**src/rtl/sender_rsa_pkg.sv**
```systemverilog
// Shared definitions for the oblivious-transfer RSA stages: state encodings and modular helpers.
package sender_rsa_pkg;

  localparam int unsigned DATA_W = 32;
  localparam int unsigned IDX_W  = $clog2(DATA_W);

  typedef enum logic [1:0] {
    IDLE = 2'd0,
    EXP0 = 2'd1,
    EXP1 = 2'd2,
    DONE = 2'd3
  } ot_state_e;

  typedef enum logic {
    RL_IDLE = 1'b0,
    RL_MUL  = 1'b1
  } rl_state_e;

  // (a - b) mod n for a, b < n, using a 33-bit intermediate
  function automatic logic [DATA_W-1:0] mod_sub(input logic [DATA_W-1:0] a,
                                                input logic [DATA_W-1:0] b,
                                                input logic [DATA_W-1:0] n);
    logic [DATA_W:0] r;
    if (a >= b) r = {1'b0, a} - {1'b0, b};
    else        r = {1'b0, a} + {1'b0, n} - {1'b0, b};
    return r[DATA_W-1:0];
  endfunction

  // (a + b) mod n for a, b < n: 33-bit sum with one conditional subtract
  function automatic logic [DATA_W-1:0] mod_add(input logic [DATA_W-1:0] a,
                                                input logic [DATA_W-1:0] b,
                                                input logic [DATA_W-1:0] n);
    logic [DATA_W:0] s;
    s = {1'b0, a} + {1'b0, b};
    if (s >= {1'b0, n}) s = s - {1'b0, n};
    return s[DATA_W-1:0];
  endfunction

endpackage

```
**src/rtl/sender_rsa_rl_binary.sv**
```systemverilog
// Right-to-left binary modular exponentiation; each exponent bit runs one bit-serial
// interleaved multiply pass that forms result*base and base*base together.
module sender_rsa_rl_binary
  import sender_rsa_pkg::*;
(
  input  logic              clk,
  input  logic              rstn,
  input  logic              start,
  input  logic [DATA_W-1:0] base,
  input  logic [DATA_W-1:0] exp,
  input  logic [DATA_W-1:0] N,
  output logic [DATA_W-1:0] result,
  output logic              md_end
);

  rl_state_e         state, state_n;
  logic [DATA_W-1:0] base_q, exp_q, n_q, res_q, acc_r, acc_b;
  logic [DATA_W-1:0] nxt_r, nxt_b, res_init;
  logic [IDX_W-1:0]  bit_idx;
  logic              mbit, last_bit, last_exp;

  assign mbit     = base_q[bit_idx];
  assign nxt_r    = mod_add(mod_add(acc_r, acc_r, n_q), mbit ? res_q : '0, n_q);
  assign nxt_b    = mod_add(mod_add(acc_b, acc_b, n_q), mbit ? base_q : '0, n_q);
  assign last_bit = (bit_idx == '0);
  assign last_exp = (exp_q[DATA_W-1:1] == '0);
  assign res_init = (N == DATA_W'(1)) ? '0 : DATA_W'(1);

  always_ff @(posedge clk) begin
    if (!rstn) state <= RL_IDLE;
    else       state <= state_n;
  end

  always_comb begin
    state_n = state;
    case (state)
      RL_IDLE: if (start && exp != '0) state_n = RL_MUL;
      RL_MUL:  if (last_bit && last_exp) state_n = RL_IDLE;
      default: state_n = RL_IDLE;
    endcase
  end

  always_ff @(posedge clk) begin
    if (!rstn) begin
      base_q  <= '0;
      exp_q   <= '0;
      n_q     <= '0;
      res_q   <= '0;
      acc_r   <= '0;
      acc_b   <= '0;
      bit_idx <= '0;
      result  <= '0;
      md_end  <= 1'b0;
    end else begin
      md_end <= 1'b0;
      case (state)
        RL_IDLE: begin
          if (start) begin
            base_q  <= base;
            exp_q   <= exp;
            n_q     <= N;
            res_q   <= res_init;
            acc_r   <= '0;
            acc_b   <= '0;
            bit_idx <= IDX_W'(DATA_W - 1);
            if (exp == '0) begin
              result <= res_init;
              md_end <= 1'b1;
            end
          end
        end
        RL_MUL: begin
          if (last_bit) begin
            if (exp_q[0]) res_q <= nxt_r;
            base_q  <= nxt_b;
            exp_q   <= exp_q >> 1;
            acc_r   <= '0;
            acc_b   <= '0;
            bit_idx <= IDX_W'(DATA_W - 1);
            if (last_exp) begin
              result <= exp_q[0] ? nxt_r : res_q;
              md_end <= 1'b1;
            end
          end else begin
            acc_r   <= nxt_r;
            acc_b   <= nxt_b;
            bit_idx <= bit_idx - IDX_W'(1);
          end
        end
        default: ;
      endcase
    end
  end

endmodule

```
**src/rtl/sender_rsa.sv**
```systemverilog
// Sender RSA stage of 1-out-of-2 OT: k_i = ((v - x_i) mod N)^d, enc_i = (m_i + k_i) mod N.
module sender_rsa
  import sender_rsa_pkg::*;
#(
  parameter int unsigned W = DATA_W
) (
  input  logic         clk,
  input  logic         rst,
  input  logic         gen,
  input  logic [W-1:0] v,
  input  logic [W-1:0] rand0,
  input  logic [W-1:0] rand1,
  input  logic [W-1:0] N,
  input  logic [W-1:0] priv_key,
  input  logic [W-1:0] msg0,
  input  logic [W-1:0] msg1,
  output logic [W-1:0] enc0,
  output logic [W-1:0] enc1,
  output logic         gen_end
);

  ot_state_e    state, state_n;
  logic [W-1:0] v_q, x1_q, n_q, d_q, m0_q, m1_q;
  logic [W-1:0] rl_base, rl_result;
  logic         rl_start, md_end;

  sender_rsa_rl_binary u_rl (
    .clk    (clk),
    .rstn   (~rst),
    .start  (rl_start),
    .base   (rl_base),
    .exp    (d_q),
    .N      (n_q),
    .result (rl_result),
    .md_end (md_end)
  );

  always_ff @(posedge clk) begin
    if (rst) state <= IDLE;
    else     state <= state_n;
  end

  always_comb begin
    state_n = state;
    case (state)
      IDLE:    if (gen) state_n = EXP0;
      EXP0:    if (md_end) state_n = EXP1;
      EXP1:    if (md_end) state_n = DONE;
      DONE:    state_n = IDLE;
      default: state_n = IDLE;
    endcase
  end

  // Operand latches, engine handshake and masked outputs
  always_ff @(posedge clk) begin
    if (rst) begin
      v_q      <= '0;
      x1_q     <= '0;
      n_q      <= '0;
      d_q      <= '0;
      m0_q     <= '0;
      m1_q     <= '0;
      rl_base  <= '0;
      rl_start <= 1'b0;
      enc0     <= '0;
      enc1     <= '0;
      gen_end  <= 1'b0;
    end else begin
      rl_start <= 1'b0;
      gen_end  <= 1'b0;
      case (state)
        IDLE: begin
          if (gen) begin
            v_q      <= v;
            x1_q     <= rand1;
            n_q      <= N;
            d_q      <= priv_key;
            m0_q     <= msg0;
            m1_q     <= msg1;
            rl_base  <= mod_sub(v, rand0, N);
            rl_start <= 1'b1;
          end
        end
        EXP0: begin
          if (md_end) begin
            enc0     <= mod_add(m0_q, rl_result, n_q);
            rl_base  <= mod_sub(v_q, x1_q, n_q);
            rl_start <= 1'b1;
          end
        end
        EXP1: begin
          if (md_end) begin
            enc1    <= mod_add(m1_q, rl_result, n_q);
            gen_end <= 1'b1;
          end
        end
        default: ;
      endcase
    end
  end

endmodule
```
**config.mk**
```make
export PLATFORM = sky130hd
export DESIGN_NAME = sender_rsa
export DESIGN_NICKNAME = d
export VERILOG_FILES = /design/src/rtl/sender_rsa_pkg.sv /design/src/rtl/sender_rsa_rl_binary.sv /design/src/rtl/sender_rsa.sv
export SDC_FILE = /design/constraint.sdc
export NUM_CORES = 2
export LEC_CHECK = 0
export ABC_AREA = 1
export BUFFER_PORTS_ARGS = -buffer_cell sky130_fd_sc_hd__buf_2
export CELL_PAD_IN_SITES_DETAIL_PLACEMENT = 1
export CELL_PAD_IN_SITES_GLOBAL_PLACEMENT = 1
export CORE_MARGIN = 2
export CORE_UTILIZATION = 35
export CTS_CLUSTER_DIAMETER = 80
export DETAILED_ROUTE_END_ITERATION = 12
export PLACE_DENSITY = 0.74
export SLEW_MARGIN = 20
export SYNTH_ARGS = -nofsm -noshare
export SYNTH_HDL_FRONTEND = slang
export SYNTH_SLANG_ARGS = --single-unit
```
**constraint.sdc**
```tcl
create_clock -name clk -period 15.3 [get_ports clk]
set_input_delay 3.06 -clock clk [delete_from_list [all_inputs] [get_ports clk]]
set_output_delay 3.06 -clock clk [all_outputs]
set_load 0.005 [all_outputs]
```
# Word level (Yosys, flattened, before mapping)

Cells that the tools add are included.

Output and inout bits: 65
Logic and storage cells: 134
Register bits after elaboration: 523

Bitwise gates (word level): 2
Equal/unequal tests: 11
Add/sub/neg operators: 19
Multiplexer cells: 54
Magnitude comparators: 9
Reduce and logical (&&, ||, !) cells: 17

Operators with widths:

| cell                | number |
|---|---|
| $mux 32             | 26 |
| $pmux 32 s2         | 7 |
| $sub 32x32->32      | 10 |
| $add 32x32->33      | 6 |
| $ge 33x32->1        | 6 |
| $add 32x32->32      | 2 |
| $ge 32x32->1        | 2 |
| $eq 32x1->1 const B | 1 |
| $logic_not 32->1    | 1 |
| $reduce_bool 32->1  | 1 |
| $logic_not 31->1    | 1 |
| $mux 1              | 10 |
| $mux 5              | 2 |
| $pmux 5 s2          | 1 |
| $reduce_and 2->1    | 5 |
| $ne 2x2->1 const B  | 4 |
| $pmux 2 s4          | 1 |
| $lt 5x6->1 const B  | 1 |
| $mux 2              | 3 |
| $ne 2x1->1 const B  | 3 |
| $pmux 1 s2          | 3 |
| $reduce_and 3->1    | 2 |
| $bmux 1 s5          | 1 |
| $logic_not 5->1     | 1 |
| 9 further kinds     | 12 |

# Depth between registers and ports, before layout

Depth after elaboration: 10
Gate-level depth with buffers: 46
Mapped depth without buffers: 44

# Cells and area by module

A second synthesis with hierarchy kept.

Cells, all modules: 9,430
Area, all modules: 55,376.9 um2

By module, submodules not included:

| module               | area each (um2) | instances | cells an instance |
|---|---|---|---|
| sender_rsa           | 31,400.1        | 1         | 5,357 |
| sender_rsa_rl_binary | 23,976.7        | 1         | 4,073 |

# Worst setup path before layout

OpenSTA, ideal clock, no wires.

Path kind: input to register
Start point: input N[2]
End point: register rl_base[13]
Data arrival time: 5.109 ns
Slack: 10.082 ns
Setup time: 0.109 ns
Stages: 16
Data required time: 15.191 ns
Buffers on the path: 0
Path through: inv_1 fa_1 inv_1 ha_1 or2_2 nand3b_1 nand2_1 nand2_1 nand2_1 xor2_1 nor2_1 nor2_1 o21ai_0 nand3_1 nand2_1 inv_1

Longest elaborated chain between the ends: 5

RTL lines:

| what                 | RTL line             | source |
|---|---|---|
| from (decl)          | sender_rsa.sv:13     | `input logic [W-1:0] N,` |
| $add 32x32->32       | sender_rsa_pkg.sv:25 | `else r = {1'b0, a} + {1'b0, n} - {1'b0, b};` |
| $sub 32x32->32       | sender_rsa_pkg.sv:25 |  |
| $mux 32              | sender_rsa_pkg.sv:24 | `if (a >= b) r = {1'b0, a} - {1'b0, b};` |
| $mux 32              | sender_rsa.sv:73     | `if (gen) begin` |
| $pmux 32 s2          | sender_rsa.sv:71     | `case (state)` |
| to (signal assigned) | sender_rsa.sv:80     | `rl_base <= mod_sub(v, rand0, N);` |
| to (signal assigned) | sender_rsa.sv:87     | `rl_base <= mod_sub(v_q, x1_q, n_q);` |
| to (decl)            | sender_rsa.sv:24     | `logic [W-1:0] rl_base, rl_result;` |

No other way between the ends. The select of a mux whose other input is x is not followed.
A chain may end at the register's enable or synchronous reset.

# Final worst setup path

Start point: register u_rl.n_q[24]
End point: register u_rl.result[18]

Longest elaborated chain between the ends: 9

RTL lines:

| what                                           | RTL line                   | source |
|---|---|---|
| from (decl)                                    | sender_rsa_rl_binary.sv:17 | `logic [DATA_W-1:0] base_q, exp_q, n_q, res_q, acc_r, acc_b;` |
| from (signal assigned)                         | sender_rsa_rl_binary.sv:47 | `n_q <= '0;` |
| from (signal assigned)                         | sender_rsa_rl_binary.sv:61 | `n_q <= N;` |
| $ge 33x32->1 or $sub 32x32->32 (tied branches) | sender_rsa_pkg.sv:35       | `if (s >= {1'b0, n}) s = s - {1'b0, n};` |
| $mux 32                                        | sender_rsa_pkg.sv:35       |  |
| $add 32x32->33                                 | sender_rsa_pkg.sv:34       | `s = {1'b0, a} + {1'b0, b};` |
| $sub 32x32->32 or $ge 33x32->1 (tied branches) | sender_rsa_pkg.sv:35       |  |
| $mux 32 *                                      | sender_rsa_pkg.sv:35       |  |
| $mux 32 *                                      | sender_rsa_rl_binary.sv:81 | `result <= exp_q[0] ? nxt_r : res_q;` |
| $mux 32 *                                      | sender_rsa_rl_binary.sv:80 | `if (last_exp) begin` |
| $mux 32 *                                      | sender_rsa_rl_binary.sv:73 | `if (last_bit) begin` |
| $pmux 32 s2 *                                  | sender_rsa_rl_binary.sv:56 | `case (state)` |
| to (signal assigned)                           | sender_rsa_rl_binary.sv:67 | `result <= res_init;` |
| to (signal assigned)                           | sender_rsa_rl_binary.sv:81 |  |
| to (decl)                                      | sender_rsa_rl_binary.sv:12 | `output logic [DATA_W-1:0] result,` |

Every way passes the cells marked *; elsewhere a longest branch is shown, timed or not. The select of a mux whose other input is x is not followed.

==> key figures <==
Floorplan
  – Die Ht: 405 um
  – Die Span X: just over 400 um
  – Die area: 0.164 mm^2
  – Cell row count: 147
  – I/O pin cnt: 292
  – Core area: about 0.16 mm^2
  – Initial core utilization: roughly a third

CTS
  – Hold buffers post-CTS: 0
  – CTS Root Cell: clkbuf_16
  – Clock transition at path regs: 0.06 ns
  – Cts repair resizes: 0
  – CTS max path bufs: 3
  – Clock sinks: between 500 and 600
  – Post-CTS Setup Inserts: 0
  – CTS tree: done
  – H-tree levels: 3
  – TritonCTS buffer count: 76
  – Clk_lat worst skew: approximately 0.74 ns

Critical path
  – CP Launch Type: flop
  – R2R cell count: 32
  – Most used cell, CP: nand2_1
  – Critical path origin: u_rl.n_q[24]
  – WS Path Type: reg2reg
  – Crit Path Max Fanout: 51
  – R2R Setup Slk: 6.89 ns
  – CP required: between 15 and 20 ns
  – Worst EP arrival: 9.03 ns
  – Slowest-stage cell, CP: inv_2
  – RR Startpoint: u_rl.n_q[24]
  – Worst setup endpoint: u_rl.result[18]
  – Max incr delay on CP: 0.79 ns
  – Reg-to-reg critical path endpoint: u_rl.result[18]
  – Crit end category: flop

Synthesis
  – Cells after Synth: 9745
  – Netlist Area Pre-Place: 0.0564 mm^2
  – Seq/Total Area, Yosys: 18.6%
  – Top_reg_cell synth: dfxtp_1
  – Post-synth EDFFs: 0
  – Post-Syn Nets: 10498
  – Asr flop ratio synth: 0%
  – Mean Syn Cell Area: 5.79 um^2
  – Count of synthesis-stage warnings from yosys: 0
  – Synth unique cells: 56
  – Number of synthesized register bits: 523

STA
  – Final setup TNS: 0 ns
  – Slew @ Worst Pin: between 1 and 1.5 ns
  – Clk_skew: between 0.04 and 0.05 ns
  – Final setup violation count: 0
  – RSZ-0062 raised after global routing: no
  – Max-slew violations: 0
  – Minimum period implied by the final worst setup slack: 8.41 ns
  – Final Hold Viols: 0
  – Fmax: 119 MHz
  – Period utilization: 55.0%
  – Worst relative slew slack: 9.46%

Route
  – Drt first pass iters: 6
  – Per-cell routed wire length: 24.0 um
  – Drt via density: approximately 5.4
  – Antenna Nets Post-Route: 0
  – Metal2 WL: 126000 um
  – Total vias in the final route: 65710
  – Drt drc: 0
  – WL met1: 133000 um
  – Met3 wire len: 18200 um
  – Top sig layer: met5
  – Final WL: 291000 um
  – Iter 0 DRT Violations: 5176

Hold path
  – Hold crit path type: reg2reg

GRT
  – First-pass GRT wire length: between 400000 and 500000 um
  – Gr ovfl total: 0
  – Vias in the first global route: 65313
  – Gr usage total: 34.5%
  – Pin count of the biggest net entering global routing: 187
  – Initial antenna violation count: 18

Layout
  – Register area: 0.0105 mm^2
  – Core Util, Final: 38.9%
  – P&R area growth vs syn: 10.6%
  – Nets: 10632
  – Multi-input logic area: between 0.03 and 0.04 mm^2
  – Filler cells: roughly 22000
  – Share of cells above drive strength 1: 5.86%

Placement
  – Final GP Congestion: about 1.0
  – Dpl hpwl: 243000 um
  – Port Buffers: roughly 290

Status
  – Outcome: complete, no violations

Run
  – Maxcap violations: 0
==> layer usage <==
| layer | vias up | track usage (%) |
|---|---|---|
| li1 | 31253 | - |
| met1 | 31964 | 47.3 |
| met2 | 1982 | 54.0 |
| met3 | 491 | 4.97 |
| met4 | 20 | 13.8 |
| met5 | - | 0 |
==> synth_stat cells, types with 11 or more instances <==
master,instances,area [um^2]
a21o_1,29,218
a21oi_1,845,4230
a31oi_1,43,269
and2_1,17,106
buf_1,17,63.8
buf_2,40,200
buf_4,11,82.6
buf_6,23,259
clkbuf_1,178,668
dfxtp_1,523,10500
fa_1,74,1480
ha_1,452,5660
inv_1,1686,6330
inv_2,18,67.6
nand2_1,2884,10800
nand2_2,39,244
nand3_1,678,3390
nand3b_1,40,300
nand4_1,139,870
nor2_1,833,3130
nor2_2,11,68.8
nor3_1,69,345
nor4_1,42,263
o211ai_1,38,285
o21a_1,27,203
o21ai_0,569,2850
o21ai_1,25,125
o21bai_1,51,383
or2_2,15,93.8
xnor2_1,93,815
xor2_1,159,1390
==> state kept, by name (all words and copies together), names as in the netlist <==
name,cells
u_rl.acc_r,32
d_q,32
u_rl.md_end,1
x1_q,32
rl_base,32
m1_q,32
v_q,32
u_rl.n_q,32
m0_q,32
u_rl.result,32
u_rl.state,1
u_rl.acc_b,32
n_q,32
u_rl.exp_q,32
u_rl.bit_idx,5
u_rl.base_q,32
u_rl.res_q,32
rl_start,1
state,2
gen_end,1
enc1,32
enc0,32
==> through the flow <==
stage                     cell area, um^2  setup WS [ns]  hold slack [ns]  cells
after detailed placement            59600           7.06            0.458  11961
after CTS                           62400           7.02            0.467  12100
after floorplan                     56400          10.08            0.433   9745
after global placement              59600           7.09            0.451  11961
after global routing                62400           6.54            0.481  12100
final                               62400           6.89            0.465  12104
==> cells by family after synthesis <==
family	after synthesis	share of synthesized area (%)
and+or+nand+nor	4803	35.4
buffers and inverters	1980	13.7
AOI/OAI and AO/OA	1661	15.8
adders and majority gates	526	12.7
DFF	523	18.6
xor gates and xnor gates	252	3.91
==> final cells by class <==
class,count,share of cell area (%)
Multi-Input combinational cell,7242,61.3
Sequential cell,523,16.8
Inverter,1711,10.3
Tap cell,2160,4.33
Clock buffer,99,3.41
Timing Repair Buffer,325,2.78
Clock inverter,40,1.02
Antenna cell,4,0.0160
==> cell usage in the layout, fill, tap and decap left out, drive strengths merged, types with 93 or more instances in the layout <==
master,count
nand2,2931
inv,1712
a21oi,853
nor2,847
nand3,685
o21ai,595
dfxtp,523
ha,452
buf,325
xor2,159
nand4,139
clkbuf,99
xnor2,93
==> critical path: cells and delay by family (launching register included) <==
kind            cells  cell delay [ns]
buf+inv             6             1.34
xor+xnor            1             0.52
fa+ha+maj           3             1.25
compound gates      9             2.33
simple gates       13             2.52
flops               1             0.29
==> worst min-delay path by stage <==
stage	startpoint	to	slack (ns)	cells after the start
6_report	enc1[22]	enc1[22]	0.46	2
5_1_grt	enc1[22]	enc1[22]	0.48	2
2_1_floorplan	x1_q[31]	x1_q[31]	0.43	2
3_5_place_dp	enc0[9]	enc0[9]	0.46	2
4_1_cts	enc0[9]	enc0[9]	0.47	2
3_3_place_gp	enc1[22]	enc1[22]	0.45	2
Power is not shown: default switching activity piles up to over one toggle a cycle in this logic, so the estimate is an artifact.
